**src/rtl/grf_pkg.sv**
```systemverilog
// rtl/grf_pkg.sv - shared GRF geometry and scan state encoding for the GRF scanner
package grf_pkg;
  localparam int GRF_ADDR_W = 5;
  localparam int GRF_DATA_W = 32;
  localparam int GRF_LAST   = 31;

  typedef enum logic [1:0] {
    IDLE,
    SCAN,
    DRAIN
  } scan_state_t;
endpackage

```
**src/rtl/grf_scan_outreg.sv**
```systemverilog
// rtl/grf_scan_outreg.sv - single-entry valid/ready holding register for {addr,data} pairs
module grf_scan_outreg #(
  parameter int ADDR_W = 5,
  parameter int DATA_W = 32
) (
  input  logic              clk,
  input  logic              reset,
  input  logic              fill,
  input  logic [ADDR_W-1:0] in_addr,
  input  logic [DATA_W-1:0] in_data,
  input  logic              ready,
  output logic              load,
  output logic              fire,
  output logic              valid,
  output logic [ADDR_W-1:0] addr,
  output logic [DATA_W-1:0] data
);

  // A held pair may be replaced in the same cycle it is accepted, giving full throughput.
  assign load = fill & (~valid | ready);
  assign fire = valid & ready;

  always_ff @(posedge clk) begin
    if (reset) begin
      valid <= 1'b0;
      addr  <= '0;
      data  <= '0;
    end else if (load) begin
      valid <= 1'b1;
      addr  <= in_addr;
      data  <= in_data;
    end else if (fire) begin
      valid <= 1'b0;
    end
  end

endmodule

```
**src/rtl/grf_scanner.sv**
```systemverilog
// rtl/grf_scanner.sv - walks GRF read port 2 and streams {addr,data} pairs
// Optional running XOR of emitted data enabled by GRF_SCAN_CHECKSUM_EN.
module grf_scanner
  import grf_pkg::*;
#(
  parameter int ADDR_W    = GRF_ADDR_W,
  parameter int DATA_W    = GRF_DATA_W,
  parameter int LAST_ADDR = GRF_LAST
) (
  input  logic              clk,
  input  logic              reset,
  input  logic              Start,
  output logic              Busy,
  output logic              Done,
  output logic [ADDR_W-1:0] GRF_RAddr,
  input  logic [DATA_W-1:0] GRF_RData,
  output logic              Out_Valid,
  input  logic              Out_Ready,
  output logic [ADDR_W-1:0] Out_Addr,
  output logic [DATA_W-1:0] Out_Data,
  output logic [DATA_W-1:0] Out_Sum
);

  localparam logic [ADDR_W-1:0] LAST = ADDR_W'(LAST_ADDR);

  scan_state_t       state;
  logic [ADDR_W-1:0] ptr;
  logic              load;
  logic              fire;
  logic              start_acc;

  assign GRF_RAddr = ptr;
  // Start coinciding with the Done pulse must not launch a new scan.
  assign start_acc = (state == IDLE) && Start && !Done;

  grf_scan_outreg #(
    .ADDR_W(ADDR_W),
    .DATA_W(DATA_W)
  ) u_outreg (
    .clk    (clk),
    .reset  (reset),
    .fill   (state == SCAN),
    .in_addr(ptr),
    .in_data(GRF_RData),
    .ready  (Out_Ready),
    .load   (load),
    .fire   (fire),
    .valid  (Out_Valid),
    .addr   (Out_Addr),
    .data   (Out_Data)
  );

  always_ff @(posedge clk) begin
    if (reset) begin
      state <= IDLE;
      ptr   <= '0;
      Busy  <= 1'b0;
      Done  <= 1'b0;
    end else begin
      Done <= 1'b0;
      case (state)
        IDLE: begin
          if (start_acc) begin
            state <= SCAN;
            Busy  <= 1'b1;
          end
        end
        SCAN: begin
          if (load) begin
            if (ptr == LAST) state <= DRAIN;
            else ptr <= ptr + 1'b1;
          end
        end
        DRAIN: begin
          if (fire) begin
            state <= IDLE;
            ptr   <= '0;
            Busy  <= 1'b0;
            Done  <= 1'b1;
          end
        end
        default: state <= IDLE;
      endcase
    end
  end

`ifdef GRF_SCAN_CHECKSUM_EN
  logic [DATA_W-1:0] sum;

  always_ff @(posedge clk) begin
    if (reset) sum <= '0;
    else if (start_acc) sum <= '0;
    else if (fire) sum <= sum ^ Out_Data;
  end

  assign Out_Sum = sum;
`else
  assign Out_Sum = '0;
`endif

endmodule

```
**config.mk**
```make
export PLATFORM = sky130hd
export DESIGN_NAME = grf_scanner
export DESIGN_NICKNAME = d
export VERILOG_FILES = /design/src/rtl/grf_pkg.sv /design/src/rtl/grf_scan_outreg.sv /design/src/rtl/grf_scanner.sv
export SDC_FILE = /design/constraint.sdc
export NUM_CORES = 1
export LEC_CHECK = 0
export ABC_AREA = 1
export CORE_ASPECT_RATIO = 0.7
export CORE_MARGIN = 5
export CORE_UTILIZATION = 40
export CTS_BUF_LIST = sky130_fd_sc_hd__clkbuf_2
export CTS_CLUSTER_SIZE = 8
export DETAILED_ROUTE_END_ITERATION = 16
export PLACE_DENSITY = 0.83
export SYNTH_ARGS = -nofsm -noshare
export SYNTH_HDL_FRONTEND = slang
export SYNTH_SLANG_ARGS = --single-unit
```
**constraint.sdc**
```tcl
create_clock -name clk -period 2.14 [get_ports clk]
set_clock_uncertainty 0.1 [all_clocks]
set_input_delay 0.642 -clock clk [delete_from_list [all_inputs] [get_ports clk]]
set_output_delay 0.642 -clock clk [all_outputs]
set_load 0.01 [all_outputs]
```
==> results of run 1 <==
cells in the mapped netlist (all sizes together):
library cell / count
nor2: 81
nor3b: 1
nor3: 1
clkbuf: 6
nand2: 22
dfxtp: 47
conb: 1
nand3: 4
o21ai: 38
a21oi: 8
buf: 37
nand4: 4
ha: 2
inv: 13
cells by family (layout without fill, tap and decap cells):
family                   after synthesis  count (layout)
AO/OA/AOI/OAI                         46              46
adder cells (fa/ha/maj)                2               2
buffers and inverters                 56             112
flip-flops                            47              47
other                                  1              32
AND/OR/NAND/NOR                      113             113
per-stage QoR:
step	hold slack (ns)	power (W)	area, um2	worst slack (ns)
CTS	0.378	0.00198	2880	0.00274
global placement	0.343	0.00150	2800	0.0996
detailed placement	0.353	0.00151	2800	0.0673
global route	0.404	0.00209	3010	0.000330
floorplan	0.374	0.00128	2140	0.495
finish	0.373	0.00197	3010	0.0798
flip-flops by register name, indices dropped and copies added, names as in the netlist:
| register | cells |
|---|---|
| Busy | 1 |
| Done | 1 |
| GRF_RAddr | 5 |
| state | 2 |
| u_outreg.addr | 5 |
| u_outreg.data | 32 |
| u_outreg.valid | 1 |
metal layers:
layer,up-vias,part of all wire,track usage
met1,811,0.45,0.190
met5,-,0,0
met3,4,0.095,0.0629
met4,0,0.0056,0.0400
li1,942,-,-
met2,73,0.45,0.231
how the worst max path moves through the flow:
stage	depth (start not counted)	slack (ns)	endpoint
5_1_grt	1	0.0003	Out_Valid
3_3_place_gp	8	0.1	u_outreg.data[14]$_SDFFE_PP0P_
3_5_place_dp	8	0.07	u_outreg.data[9]$_SDFFE_PP0P_
4_1_cts	1	0.003	GRF_RAddr[2]
2_1_floorplan	12	0.49	GRF_RAddr[1]$_SDFFE_PP0P_
6_report	1	0.08	Out_Data[2]
area by class of cell:
type / count / area share
Clock buffer: 5 / 0.00833
Multi-Input combinational cell: 193 / 0.282
Sequential cell: 47 / 0.330
Tap cell: 69 / 0.0287
Timing Repair Buffer: 91 / 0.322
Inverter: 13 / 0.0162
Clock inverter: 3 / 0.0129
what timing repair did:
| item | in CTS | in global routing |
|---|---|---|
| resized for setup | 6 | 57 |
| hold endpoints to repair | 0 | 0 |
| setup buffers | 1 | 3 |
| setup endpoints to repair | 4 | 43 |
| gates cloned | 0 | 0 |
power by group:
part           internal [W]  switching [W]
Sequential         0.000964      0.0000407
Clock              0.000192       0.000275
Combinational      0.000257       0.000237
==> results_dict.tcl, run 1 <==
set metrics [dict create \
    run_status "completed" \
    min_path_cells 2 \
    critPathBufInv 1 \
    fin_crit_sh 0.963 \
    worstSetupStartpoint "u_outreg.data[2]$_SDFFE_PP0P_" \
    io_buffer_count 80 \
    multiInputGateArea_um2 847 \
    place_hpwl_um 3820 \
    synth_area_leader_cell "dfxtp_1" \
    ant_nets 0 \
    cap_violations 0 \
    die_area_um2 6590 \
    final_common_cell "nor2_1" \
    rsz0062_at_grt "no" \
    io_pins 113 \
    dp.cells 409 \
    avgSynthCellArea_um2 7.62 \
    fillCellCount 448 \
    critPathLaunchType "flip-flop" \
    finalHoldViolCount 0 \
    cts_inserted_buffers 5 \
    crit_family "buffers and inverters" \
    dr.pass1.iters 4 \
    wl_per_cell_um 12.4 \
    area_growth_pct 48.8 \
    die_w_um 94.9 \
    synthMuxAreaShare 0 \
    antenna_found_initial 0 \
    vias_per_cell 4.35 \
    p_leak_nw 1.60 \
    hold_buffers 0 \
    synth_top_family_by_area "simple AND/OR/NAND/NOR gates" \
    h-tree-depth 2 \
    clkLatencyLatePin_ns 0.40 \
    cts_buffer_depth 2 \
    synth-compound-area-share 0.114 \
    synthesis.area_um2 2020 \
    critPathMaxFanout 2 \
    grt_max_degree 36 \
    hp-start "Busy$_SDFFE_PP0P_" \
    vias 1830 \
    finalSetupTns_ns 0 \
    cts-root-buf "clkbuf_2" \
    synth_xor_area_frac 0 \
    ir_drop_uv 310 \
    worstSetupEndpointType "output pin" \
    synth_area_leaders "dfxtp_1, nor2_1, buf_4" \
    path_cells "clkdlybuf4s50_1" \
    reg2reg_slack_ns 0.20 \
    layout-drive-gt1-share 0.173 \
    grt_pass1_vias 1644 \
    regArea_um2 991 \
    clk_pin_slew_ns 0.24 \
    synthAdderAreaFrac 0.0124 \
    ys_warn_count 0 \
    overflow 0 \
    setup_viol 0 \
    critPathArrivalTime_ns 1.32 \
    power.density_nw_per_um2 654 \
    die_y_um 69.4 \
    cp_slowest_cell "clkdlybuf4s50_1" \
    fin_crit_ns 2.06 \
    grt_usage 0.149 \
    critical-path-max-stage-delay_ns 0.54 \
    clock_sinks 47 \
    finalNonFillerCells 421 \
    fmax_mhz 485 \
    synth_top_cell_area_share 0.466 \
    cts_tree "done" \
    final_cell_mix "nor2_1, clkdlybuf4s50_1, o21ai_0" \
    drt-total-wl_um 5210 \
    slew_violations 0 \
    rr_startpoint "GRF_RAddr[1]$_SDFFE_PP0P_" \
    fin_util 0.622 \
    gp_congestion 0.909 \
    syn_inst 265 \
    synth-simple-area-share 0.231 \
    route.detailed.drc 0 \
    cp_data_required_time_ns 1.40 \
    drtIter0Drc 71 \
    r2r_cells 12 \
    crit_type "reg2out" \
    diodes 0 \
    grt_pass1_wl_um 7870 \
    ys_types 22 \
    holdCritPathClass "reg2reg" \
    r2r-end "GRF_RAddr[2]$_SDFFE_PP0P_" \
    ys_seq_elements 47 \
    fin_nets 389 \
    rows 21 \
    core_area_um2 4830 \
    seq_area_frac_synth 0.466 \
    min_to "Busy$_SDFFE_PP0P_" \
    initial_core_util 0.418 \
]
No activity file was read; power rests on OpenSTA's default activity.
==> run 2: changes to the inputs <==
- CORE_MARGIN: 5 -> 2
- CORE_UTILIZATION: 40 -> 36
- PLACE_DENSITY: 0.83 -> 0.79
- SLEW_MARGIN: not set -> 20
- clock period: 2.14 -> 1.8 ns (I/O delays scaled with it)
==> results_dict.tcl, run 2 (synthesis gave the netlist of run 1 again) <==
set metrics [dict create \
    wl_per_cell_um 11.6 \
    fillCellCount 495 \
    h-tree-depth 2 \
    ir_drop_uv 445 \
    overflow 0 \
    critPathMaxFanout 6 \
    area_growth_pct 51.3 \
    cts_inserted_buffers 5 \
    finalSetupTns_ns 0 \
    io_pins 113 \
    cap_violations 0 \
    vias 1913 \
    final_cell_mix "nor2_1, dlygate4sd2_1, o21ai_0" \
    initial_core_util 0.380 \
    fin_crit_sh 0.963 \
    vias_per_cell 4.39 \
    regMostFlops "u_outreg.data" \
    die_area_um2 6230 \
    clk_pin_slew_ns 0.24 \
    grt_max_degree 37 \
    cts-root-buf "clkbuf_2" \
    holdCritPathClass "reg2reg" \
    cp_data_required_time_ns 2.01 \
    die_y_um 66.7 \
    slew_violations 0 \
    gp_congestion 0.853 \
    fin_nets 401 \
    drtIter0Drc 66 \
    cts_buffer_depth 2 \
    layout-drive-gt1-share 0.234 \
    critPathLaunchType "flip-flop" \
    clkLatencyLatePin_ns 0.40 \
    grt_usage 0.160 \
    die_w_um 93.5 \
    run_status "completed" \
    pre_cts_ws_ns -0.116 \
    fin_area_um2 3060 \
    cts_tree "done" \
    timing.final.ws_setup_ns 0.0662 \
    fin_crit_ns 1.73 \
    antenna_found_initial 0 \
    reg2reg_slack_ns 0.07 \
    fin_util 0.575 \
    finalHoldViolCount 0 \
    final_common_cell "nor2_1" \
    critPathArrivalTime_ns 1.95 \
    clock_sinks 47 \
    worstSetupEndpointType "flip-flop" \
    diodes 0 \
    core_area_um2 5310 \
    ant_nets 0 \
    dp.cells 418 \
    place_hpwl_um 3550 \
    placed_area_um2 2880 \
    p_leak_nw 1.47 \
    grt_pass1_vias 1742 \
    power.density_nw_per_um2 716 \
    dr.pass1.iters 4 \
    largest_reg_flops 32 \
    fmax_mhz 577 \
    finalNonFillerCells 436 \
    route.detailed.drc 0 \
    grt_pass1_wl_um 7790 \
    setup_viol 0 \
    io_buffer_count 80 \
    drt-total-wl_um 5060 \
    crit_type "reg2reg" \
    rows 22 \
]
==> run 2: cell types whose count changed in the layout (fill, tap and decap cells not counted), moves of 3 or more <==
cell	delta
clkdlybuf4s50_1	-21
buf_4	+7
dlygate4sd2_1	+44
nand2_1	-4
nand2_2	+3
dlymetal6s2s_1	-24
buf_12	+3
==> run 2: metal layers <==
layer	track usage	vias up	routed length, um	part of all wire
met2	0.254	70	2350	0.46
met1	0.199	859	2210	0.44
met3	0.0622	6	443	0.088
li1	-	978	-	-
met4	0.0515	0	55	0.011
met5	0	-	0	0
==> run 2: worst max-delay path, stage by stage, from the launching register on <==
cell and delay (ns):
dfxtp_2 0.38, buf_6 0.12, ha_4 0.16, nand2_4 0.07, nor2_4 0.04, ha_4 0.16, inv_2 0.05, nand3_2 0.08
nand2_2 0.09, inv_2 0.05, nor2_4 0.16, nand2_2 0.07, a21oi_2 0.13
==> run 2: through the flow <==
stage / power (W) / hold WS (ns)
after global routing: 0.00234 / 0.390
after floorplan: 0.00153 / 0.374
after CTS: 0.00221 / 0.373
after global placement: 0.00180 / 0.342
final: 0.00219 / 0.366
after detailed placement: 0.00181 / 0.351
==> run 2: cell type report <==
| cell class | count | area [um2] | share of cell area |
|---|---|---|---|
| clock buffers | 7 | 35.0 | 0.0115 |
| clock inverters | 1 | 5.00 | 0.00164 |
| inverters | 13 | 48.8 | 0.0160 |
| multi-input cells | 193 | 907 | 0.297 |
| flip-flops and latches | 47 | 986 | 0.323 |
| well taps | 72 | 90.1 | 0.0295 |
| repair buffers | 103 | 983 | 0.322 |
==> run 2: worst paths after layout <==
path | from | endpoint | cells after the start
hold / removal | Busy$_SDFFE_PP0P_ | Busy$_SDFFE_PP0P_ | 2
hold reg to reg | Busy$_SDFFE_PP0P_ | Busy$_SDFFE_PP0P_ | 2
setup / recovery | GRF_RAddr[0]$_SDFFE_PP0P_ | GRF_RAddr[2]$_SDFFE_PP0P_ | 12
setup reg to reg | GRF_RAddr[0]$_SDFFE_PP0P_ | GRF_RAddr[2]$_SDFFE_PP0P_ | 12
==> run 2: report_power, final <==
part	switching [W]	internal [W]	total (W)	leakage, nW
clock	0.000309	0.000106	0.000416	0.0330
combinational	0.000293	0.000290	0.000583	1.03
sequential	0.0000447	0.00114	0.00119	0.400
==> run 2: repair_timing <==
action / in CTS / in global routing
gates resized for setup: 92 / 10
pin swaps: 5 / 5
gates cloned: 0 / 0
setup endpoints to repair: 48 / 5
setup buffers: 7 / 3
hold buffers: 0 / 0
